**config.mk**
```make
export PLATFORM = sky130hd
export DESIGN_NAME = fs_game_ctrl
export DESIGN_NICKNAME = d
export VERILOG_FILES = /design/src/rtl/fs_pkg.sv /design/src/rtl/fs_line_scanner.sv /design/src/rtl/fs_game_ctrl.sv
export SDC_FILE = /design/constraint.sdc
export NUM_CORES = 2
export LEC_CHECK = 0
export ABC_AREA = 0
export ABC_CLOCK_PERIOD_IN_PS = 38400
export BUFFER_PORTS_ARGS = -buffer_cell sky130_fd_sc_hd__buf_2
export CORE_UTILIZATION = 35
export CTS_CLUSTER_DIAMETER = 40
export DETAILED_ROUTE_END_ITERATION = 10
export MAX_ROUTING_LAYER = met4
export PLACE_DENSITY = 0.61
export SETUP_SLACK_MARGIN = 0.02
export SLEW_MARGIN = 30
export SYNTH_ARGS = -nofsm -noshare
export SYNTH_HDL_FRONTEND = slang
export SYNTH_SLANG_ARGS = --single-unit
```
**constraint.sdc**
```tcl
create_clock -name Clck -period 38.4 [get_ports Clck]
set_input_delay 7.68 -clock Clck [delete_from_list [all_inputs] [get_ports Clck]]
set_output_delay 7.68 -clock Clck [all_outputs]
set_load 0.01 [all_outputs]
```
**src/rtl/fs_pkg.sv**
```systemverilog
// Shared constants, state encoding and board-addressing helper for the
// five-in-a-row game controller and its line scanner.
package fs_pkg;

    localparam int BOARD_N     = 16;
    localparam int DEF_START_X = 4;
    localparam int DEF_START_Y = 6;
    localparam int DEF_WIN_LEN = 5;

    localparam logic [1:0] CELL_EMPTY = 2'b00;
    localparam logic [1:0] CELL_P1    = 2'b01;
    localparam logic [1:0] CELL_P2    = 2'b10;

    localparam logic [1:0] ST_PLAYING = 2'b00;
    localparam logic [1:0] ST_P1WIN   = 2'b01;
    localparam logic [1:0] ST_P2WIN   = 2'b10;
    localparam logic [1:0] ST_DRAW    = 2'b11;

    // Scan directions in order: horizontal, vertical, diagonal, anti-diagonal.
    localparam logic signed [1:0] DIR_DX [0:3] = '{2'sd1, 2'sd0, 2'sd1, 2'sd1};
    localparam logic signed [1:0] DIR_DY [0:3] = '{2'sd0, 2'sd1, 2'sd1, -2'sd1};

    typedef enum logic [1:0] {
        GS_WAIT = 2'd0,
        GS_SCAN = 2'd1,
        GS_OVER = 2'd2
    } state_t;

    function automatic logic [8:0] co_to_offset(input logic [3:0] x, input logic [3:0] y);
        return ({5'd0, x} * 9'd2) + ({5'd0, y} * 9'd32);
    endfunction

endpackage

```
**src/rtl/fs_line_scanner.sv**
```systemverilog
// Walks outward from the last stone in four directions, one cell per cycle,
// and reports done (with win) once a run of WIN_LEN is found or all directions fail.
module fs_line_scanner
    import fs_pkg::*;
#(
    parameter int WIN_LEN = DEF_WIN_LEN
) (
    input  logic       clk,
    input  logic       rst,
    input  logic       srst,
    input  logic       start,
    input  logic [3:0] px,
    input  logic [3:0] py,
    input  logic [1:0] colour,
    output logic       rd_req,
    output logic [3:0] rd_x,
    output logic [3:0] rd_y,
    input  logic [1:0] rd_data,
    output logic       done,
    output logic       win
);

    logic             active_r;
    logic [1:0]       dir_r;
    logic             neg_r;
    logic [2:0]       k_r;
    logic [2:0]       cnt_r;
    logic [3:0]       px_r;
    logic [3:0]       py_r;
    logic [1:0]       colour_r;
    logic             done_r;
    logic             win_r;

    logic signed [4:0] off_x_s;
    logic signed [4:0] off_y_s;
    logic signed [4:0] cx_s;
    logic signed [4:0] cy_s;
    logic              in_range_s;
    logic              match_s;

    function automatic logic signed [4:0] scale_step(input logic signed [1:0] d,
                                                     input logic [2:0] k);
        logic signed [4:0] kk;
        kk = $signed({2'b00, k});
        if (d == 2'sd1) begin
            return kk;
        end else if (d == -2'sd1) begin
            return -kk;
        end else begin
            return 5'sd0;
        end
    endfunction

    // Address of the cell under examination; negative or >15 falls out of range.
    always_comb begin
        off_x_s = scale_step(DIR_DX[dir_r], k_r);
        off_y_s = scale_step(DIR_DY[dir_r], k_r);
        if (neg_r) begin
            off_x_s = -off_x_s;
            off_y_s = -off_y_s;
        end else begin
            off_x_s = off_x_s;
            off_y_s = off_y_s;
        end
        cx_s       = $signed({1'b0, px_r}) + off_x_s;
        cy_s       = $signed({1'b0, py_r}) + off_y_s;
        in_range_s = !cx_s[4] && !cy_s[4];
        rd_req     = active_r && in_range_s;
        rd_x       = cx_s[3:0];
        rd_y       = cy_s[3:0];
        match_s    = rd_req && (rd_data == colour_r);
    end

    // Walker state: direction, sense, distance and run length.
    always_ff @(posedge clk or posedge rst) begin
        if (rst) begin
            active_r <= 1'b0;
            dir_r    <= 2'd0;
            neg_r    <= 1'b0;
            k_r      <= 3'd1;
            cnt_r    <= 3'd1;
            px_r     <= 4'd0;
            py_r     <= 4'd0;
            colour_r <= CELL_EMPTY;
            done_r   <= 1'b0;
            win_r    <= 1'b0;
        end else if (srst) begin
            active_r <= 1'b0;
            dir_r    <= 2'd0;
            neg_r    <= 1'b0;
            k_r      <= 3'd1;
            cnt_r    <= 3'd1;
            px_r     <= 4'd0;
            py_r     <= 4'd0;
            colour_r <= CELL_EMPTY;
            done_r   <= 1'b0;
            win_r    <= 1'b0;
        end else begin
            done_r <= 1'b0;
            win_r  <= 1'b0;
            if (start) begin
                active_r <= 1'b1;
                dir_r    <= 2'd0;
                neg_r    <= 1'b0;
                k_r      <= 3'd1;
                cnt_r    <= 3'd1;
                px_r     <= px;
                py_r     <= py;
                colour_r <= colour;
            end else if (active_r) begin
                if (match_s) begin
                    if (cnt_r + 3'd1 == 3'(WIN_LEN)) begin
                        active_r <= 1'b0;
                        done_r   <= 1'b1;
                        win_r    <= 1'b1;
                    end else begin
                        cnt_r <= cnt_r + 3'd1;
                        k_r   <= k_r + 3'd1;
                    end
                end else if (!neg_r) begin
                    neg_r <= 1'b1;
                    k_r   <= 3'd1;
                end else if (dir_r == 2'd3) begin
                    active_r <= 1'b0;
                    done_r   <= 1'b1;
                end else begin
                    dir_r <= dir_r + 2'd1;
                    neg_r <= 1'b0;
                    k_r   <= 3'd1;
                    cnt_r <= 3'd1;
                end
            end else begin
                active_r <= 1'b0;
            end
        end
    end

    assign done = done_r;
    assign win  = win_r;

endmodule

```
**src/rtl/fs_game_ctrl.sv**
```systemverilog
// Five-in-a-row game sequencer: owns the board, cursor, turn and game status,
// places stones on key pulses and launches a line scan after every placement.
module fs_game_ctrl
    import fs_pkg::*;
#(
    parameter int N       = BOARD_N,
    parameter int START_X = DEF_START_X,
    parameter int START_Y = DEF_START_Y,
    parameter int WIN_LEN = DEF_WIN_LEN
) (
    input  logic         Clck,
    input  logic         Reset,
    input  logic         btn_up,
    input  logic         btn_down,
    input  logic         btn_left,
    input  logic         btn_right,
    input  logic         btn_place,
    input  logic         restart,
    output logic [511:0] board,
    output logic [1:0]   gaming_status,
    output logic [3:0]   pointer_loc_x,
    output logic [3:0]   pointer_loc_y,
    output logic [1:0]   cur_player,
    output logic         busy,
    output logic         place_reject
);

    state_t       state_r;
    logic [511:0] board_r;
    logic [1:0]   status_r;
    logic [3:0]   ptr_x_r;
    logic [3:0]   ptr_y_r;
    logic [1:0]   player_r;
    logic         busy_r;
    logic         reject_r;
    logic [8:0]   move_cnt_r;

    logic [3:0]   nx_s;
    logic [3:0]   ny_s;
    logic [8:0]   cur_off_s;
    logic [1:0]   cur_cell_s;
    logic         start_s;
    logic         rd_req_s;
    logic [3:0]   rd_x_s;
    logic [3:0]   rd_y_s;
    logic [1:0]   rd_data_s;
    logic         scan_done_s;
    logic         scan_win_s;

    // Clamped cursor step; opposing pulses on one axis cancel.
    always_comb begin
        nx_s = ptr_x_r;
        ny_s = ptr_y_r;
        if (btn_right && !btn_left) begin
            if (ptr_x_r != 4'(N - 1)) nx_s = ptr_x_r + 4'd1;
            else                      nx_s = ptr_x_r;
        end else if (btn_left && !btn_right) begin
            if (ptr_x_r != 4'd0) nx_s = ptr_x_r - 4'd1;
            else                 nx_s = ptr_x_r;
        end else begin
            nx_s = ptr_x_r;
        end
        if (btn_down && !btn_up) begin
            if (ptr_y_r != 4'(N - 1)) ny_s = ptr_y_r + 4'd1;
            else                      ny_s = ptr_y_r;
        end else if (btn_up && !btn_down) begin
            if (ptr_y_r != 4'd0) ny_s = ptr_y_r - 4'd1;
            else                 ny_s = ptr_y_r;
        end else begin
            ny_s = ptr_y_r;
        end
    end

    // Board read ports for the cursor cell and the scanner's requested cell.
    always_comb begin
        cur_off_s  = co_to_offset(ptr_x_r, ptr_y_r);
        cur_cell_s = board_r[cur_off_s +: 2];
        if (rd_req_s) begin
            rd_data_s = board_r[co_to_offset(rd_x_s, rd_y_s) +: 2];
        end else begin
            rd_data_s = CELL_EMPTY;
        end
        start_s = (state_r == GS_WAIT) && btn_place && (cur_cell_s == CELL_EMPTY) && !restart;
    end

    fs_line_scanner #(
        .WIN_LEN (WIN_LEN)
    ) u_scanner (
        .clk     (Clck),
        .rst     (Reset),
        .srst    (restart),
        .start   (start_s),
        .px      (ptr_x_r),
        .py      (ptr_y_r),
        .colour  (player_r),
        .rd_req  (rd_req_s),
        .rd_x    (rd_x_s),
        .rd_y    (rd_y_s),
        .rd_data (rd_data_s),
        .done    (scan_done_s),
        .win     (scan_win_s)
    );

    // Game FSM with all externally visible state registered here.
    always_ff @(posedge Clck or posedge Reset) begin
        if (Reset) begin
            state_r    <= GS_WAIT;
            board_r    <= 512'd0;
            status_r   <= ST_PLAYING;
            ptr_x_r    <= 4'(START_X);
            ptr_y_r    <= 4'(START_Y);
            player_r   <= CELL_P1;
            busy_r     <= 1'b0;
            reject_r   <= 1'b0;
            move_cnt_r <= 9'd0;
        end else if (restart) begin
            state_r    <= GS_WAIT;
            board_r    <= 512'd0;
            status_r   <= ST_PLAYING;
            ptr_x_r    <= 4'(START_X);
            ptr_y_r    <= 4'(START_Y);
            player_r   <= CELL_P1;
            busy_r     <= 1'b0;
            reject_r   <= 1'b0;
            move_cnt_r <= 9'd0;
        end else begin
            reject_r <= 1'b0;
            case (state_r)
                GS_WAIT: begin
                    if (btn_place) begin
                        if (cur_cell_s == CELL_EMPTY) begin
                            board_r[cur_off_s +: 2] <= player_r;
                            move_cnt_r <= move_cnt_r + 9'd1;
                            busy_r     <= 1'b1;
                            state_r    <= GS_SCAN;
                        end else begin
                            reject_r <= 1'b1;
                        end
                    end else begin
                        ptr_x_r <= nx_s;
                        ptr_y_r <= ny_s;
                    end
                end
                GS_SCAN: begin
                    if (scan_done_s) begin
                        busy_r <= 1'b0;
                        if (scan_win_s) begin
                            status_r <= (player_r == CELL_P1) ? ST_P1WIN : ST_P2WIN;
                            state_r  <= GS_OVER;
                        end else if (move_cnt_r == 9'd256) begin
                            status_r <= ST_DRAW;
                            state_r  <= GS_OVER;
                        end else begin
                            player_r <= (player_r == CELL_P1) ? CELL_P2 : CELL_P1;
                            state_r  <= GS_WAIT;
                        end
                    end else begin
                        busy_r <= 1'b1;
                    end
                end
                GS_OVER: begin
                    ptr_x_r  <= nx_s;
                    ptr_y_r  <= ny_s;
                    reject_r <= btn_place;
                end
                default: begin
                    state_r <= GS_WAIT;
                    busy_r  <= 1'b0;
                end
            endcase
        end
    end

    assign board         = board_r;
    assign gaming_status = status_r;
    assign pointer_loc_x = ptr_x_r;
    assign pointer_loc_y = ptr_y_r;
    assign cur_player    = player_r;
    assign busy          = busy_r;
    assign place_reject  = reject_r;

endmodule

```
==> run_results.csv <==
group,metric,value,unit
timing,timing.clock.skew,0.0318,ns
timing,final-hold-violation-count,0,
synth,ys_top_cells_by_area,"dfrtp_1 43%, mux4_2 11%, a22o_1 7.9%",
detailed_routing,totalWireLength,178,mm
cts,postCtsSetupRepairBufs,0,
detailed_routing,post-route-drc-count,0,
layout,layout_commonest_cell,"dfrtp_1",
layout,flow.area_growth_from_synthesis,21.8,%
timing,grt_setup_unrepaired,"no",
floorplan,fp.coreArea,0.0918,mm2
layout,register_area,0.0140,mm2
synth,postSynthRegisterBits,559,
run,drv.max_cap_violation_count,0,
placement,count_of_buffers_inserted_at_the_top_level_ports,533,
detailed_routing,antenna_left,0,
placement,detail_placement_hpwl,129,mm
critical_path,cp_slowest_stage_delay,0.81,ns
cts,tritoncts.num_buffers,92,
timing,final.setup.tns,0,ns
detailed_routing,drt_first_pass_iters,8,
cts,ctsResizeCount,0,
power,total_leakage_power,18.1,nW
synth,synth_cells,3318,
cts,clkTransAtPathRegs,0.06,ns
timing,post-route-period-util,0.271,
critical_path,crit_path_cell_trace,"buf_8 > buf_4 > buf_4 > buf_4 > a21oi_1 > a2bb2o_1",
critical_path,critPathArrivalTime,10.95,ns
detailed_routing,num_vias,33900,
critical_path,crit_path_frequent_cell,"buf_4",
layout,multi_input_area,0.0173,mm2
timing,slew_headroom,0.218,
grt,antenna_violations_before_repair,15,
cts,tritoncts_num_sinks,559,
detailed_routing,drt-initial-drc-count,5277,
grt,gr_usage_total,0.381,
synth,ys.warnings.count,0,
cts,cts_root_buffer,"clkbuf_16",
timing,max_clock_freq,96.3,MHz
layout,layout-drive-gt1-share,0.263,
timing,setup_viol,0,
grt,via_count_of_the_first_global_routing_pass,31600,
critical_path,timing.critical_path.to_type,"flop",
power,pwr_density_cell,54.5,mW/mm2
grt,grt_max_degree,154,
synth,synth_largest_area_cell,"dfrtp_1",
synth,dominantRegCellSynth,"dfrtp_1",
placement,placedInstanceArea,0.0364,mm2
grt,wire_length_of_the_first_global_routing_pass,248,mm
floorplan,dieArea,0.0941,mm2
critical_path,timing.setup.critical_path_class,"in2reg",
layout,n_fill_cell,8950,
synth,synth_nets,3359,
timing,timing_worst_slew_pin_value,1.17,ns
cts,cts-htree-levels,3,
floorplan,rows,111,
timing,final_period_minus_worst_setup_slack,10.39,ns
cts,ctsHoldBuffers,0,
layout,final_area,0.0396,mm2
synth,synth_top_area_share,0.426,
floorplan,initial_utilization,0.354,
min_path,worst_hold_path_type,"reg2reg",
critical_path,worstPathMaxFanout,72,
critical_path,worst_ep_required_time,38.96,ns
power,irDropWorstVdd,41.2,uV
timing,final-max-slew-violation-count,0,
synth,synth_area,0.0325,mm2
synth,synth_sequential_area_ratio,0.431,
detailed_routing,vias_per_cell,6.63,
critical_path,critical_path.slowest_cell,"buf_4",
floorplan,num_io_pins,534,
layout,most_frequent_cells_in_the_layout,"550 x dfrtp_1, 532 x buf_2, 386 x nor2_1",
synth,synthArstFlopShare,1.00,
synth,ys_types,82,
cts,worstSkewPairLatency,0.68,ns
floorplan,fp.dieH,307,um
cts,cts_tree,"yes",
critical_path,worst-r2r-setup-slack,31.01,ns
critical_path,worstSetupStartpointType,"input pin",
synth,synth_area_per_cell,9.79,um2
synth,synth_edf_count,0,
cts,cts-root-to-sink-buffers,3,
placement,place.gp.congestion,1.09,
grt,total_congestion_overflow,0,
status,outcome,"finished clean",
layout,fin_nets,3810,
detailed_routing,wl_per_cell,34.9,um
floorplan,die_w,307,um
[through the flow]
step	total power [mW]	utilization	cells	hold WS, ns	setup WS [ns]
after CTS	2.12	0.430	5086	0.487	28.25
final	2.16	0.431	5103	0.490	28.01
after global placement	1.28	0.395	4915	0.460	27.55
after floorplan	1.03	-	3318	0.450	15.10
after detailed placement	1.29	0.396	4917	0.468	27.54
after global routing	2.19	0.431	5102	0.500	27.96
[synthesized netlist by cell type (13+ instances only)]
cell and n:
a211oi_1 36, a21oi_1 273, a22o_1 293, a31oi_1 67
a32o_1 21, and2_1 13, and3_1 13, buf_2 88
buf_6 14, clkbuf_1 136, dfrtp_1 553, ha_1 29
inv_1 37, mux2i_1 62, mux4_2 155, nand2_1 336
nand2b_1 33, nand3_1 90, nand4_1 29, nor2_1 408
nor2b_1 18, nor3_1 149, nor4_1 13, o2111ai_1 13
o21ai_0 131, o21ai_1 26, o22ai_1 19, o2bb2ai_1 13
o311ai_0 22, o31ai_1 14, or3_1 20, xnor2_1 15
xor2_1 13
[sequential cells by signal, summed over array words and instances, names as in the netlist]
register            count
gaming_status           2
cur_player              2
u_scanner.k_r           3
place_reject            1
move_cnt_r              9
u_scanner.py_r          4
state_r                 2
pointer_loc_y           4
pointer_loc_x           4
busy                    1
board                 512
u_scanner.neg_r         1
u_scanner.px_r          4
u_scanner.active_r      1
u_scanner.colour_r      2
u_scanner.dir_r         2
u_scanner.done          1
u_scanner.cnt_r         3
u_scanner.win           1
[cell type report]
class / instances / share of cell area
diodes: 16 / 0.00101
clock buffers: 107 / 0.0614
clock inverters: 62 / 0.0173
inverters: 39 / 0.00389
multi-input cells: 2464 / 0.438
flip-flops and latches: 559 / 0.354
well taps: 1243 / 0.0393
repair buffers: 613 / 0.0850
[power by group]
part           leakage, nW  switching [mW]  internal (mW)
Sequential            7.78          0.0171          0.599
Combinational         8.86           0.519          0.176
Clock                 1.46           0.337          0.508
[kinds of logic (layout without fill, tap and decap cells)]
kind of cell / count (synthesis) / after routing / synth area share
compound gates: 1021 / 1021 / 0.219
xor+xnor: 28 / 28 / 0.00755
fa+ha+maj: 33 / 33 / 0.0136
buf+inv: 295 / 821 / 0.0414
flops: 559 / 559 / 0.431
mux: 227 / 227 / 0.130
other cells: 0 / 16 / 0
simple gates: 1155 / 1155 / 0.158
[final timing paths]
| path | start | to | cells past startpoint |
|---|---|---|---|
| worst min register to register | u_scanner.colour_r[1] | u_scanner.colour_r[1] | 1 |
| max in group asynchronous | Reset | board[156] | 4 |
| worst min-delay path | u_scanner.colour_r[1] | u_scanner.colour_r[1] | 1 |
| min in group asynchronous | Reset | board[321] | 2 |
| worst max-delay path | restart | board[266] | 6 |
| worst max register to register | pointer_loc_x[2] | board[78] | 15 |
[critical path: cells and delay by family]
kind            cells  cell delay (ns)
compound gates      2             0.44
buf+inv             4             2.59
[layer usage]
metal	track usage	up-vias	wire (um)
met2	0.520	2770	73500
met3	0.124	693	24000
met5	-	-	0
li1	-	13500	-
met1	0.471	16900	65100
met4	0.272	0	15300
(Power assumes the default switching activity.)
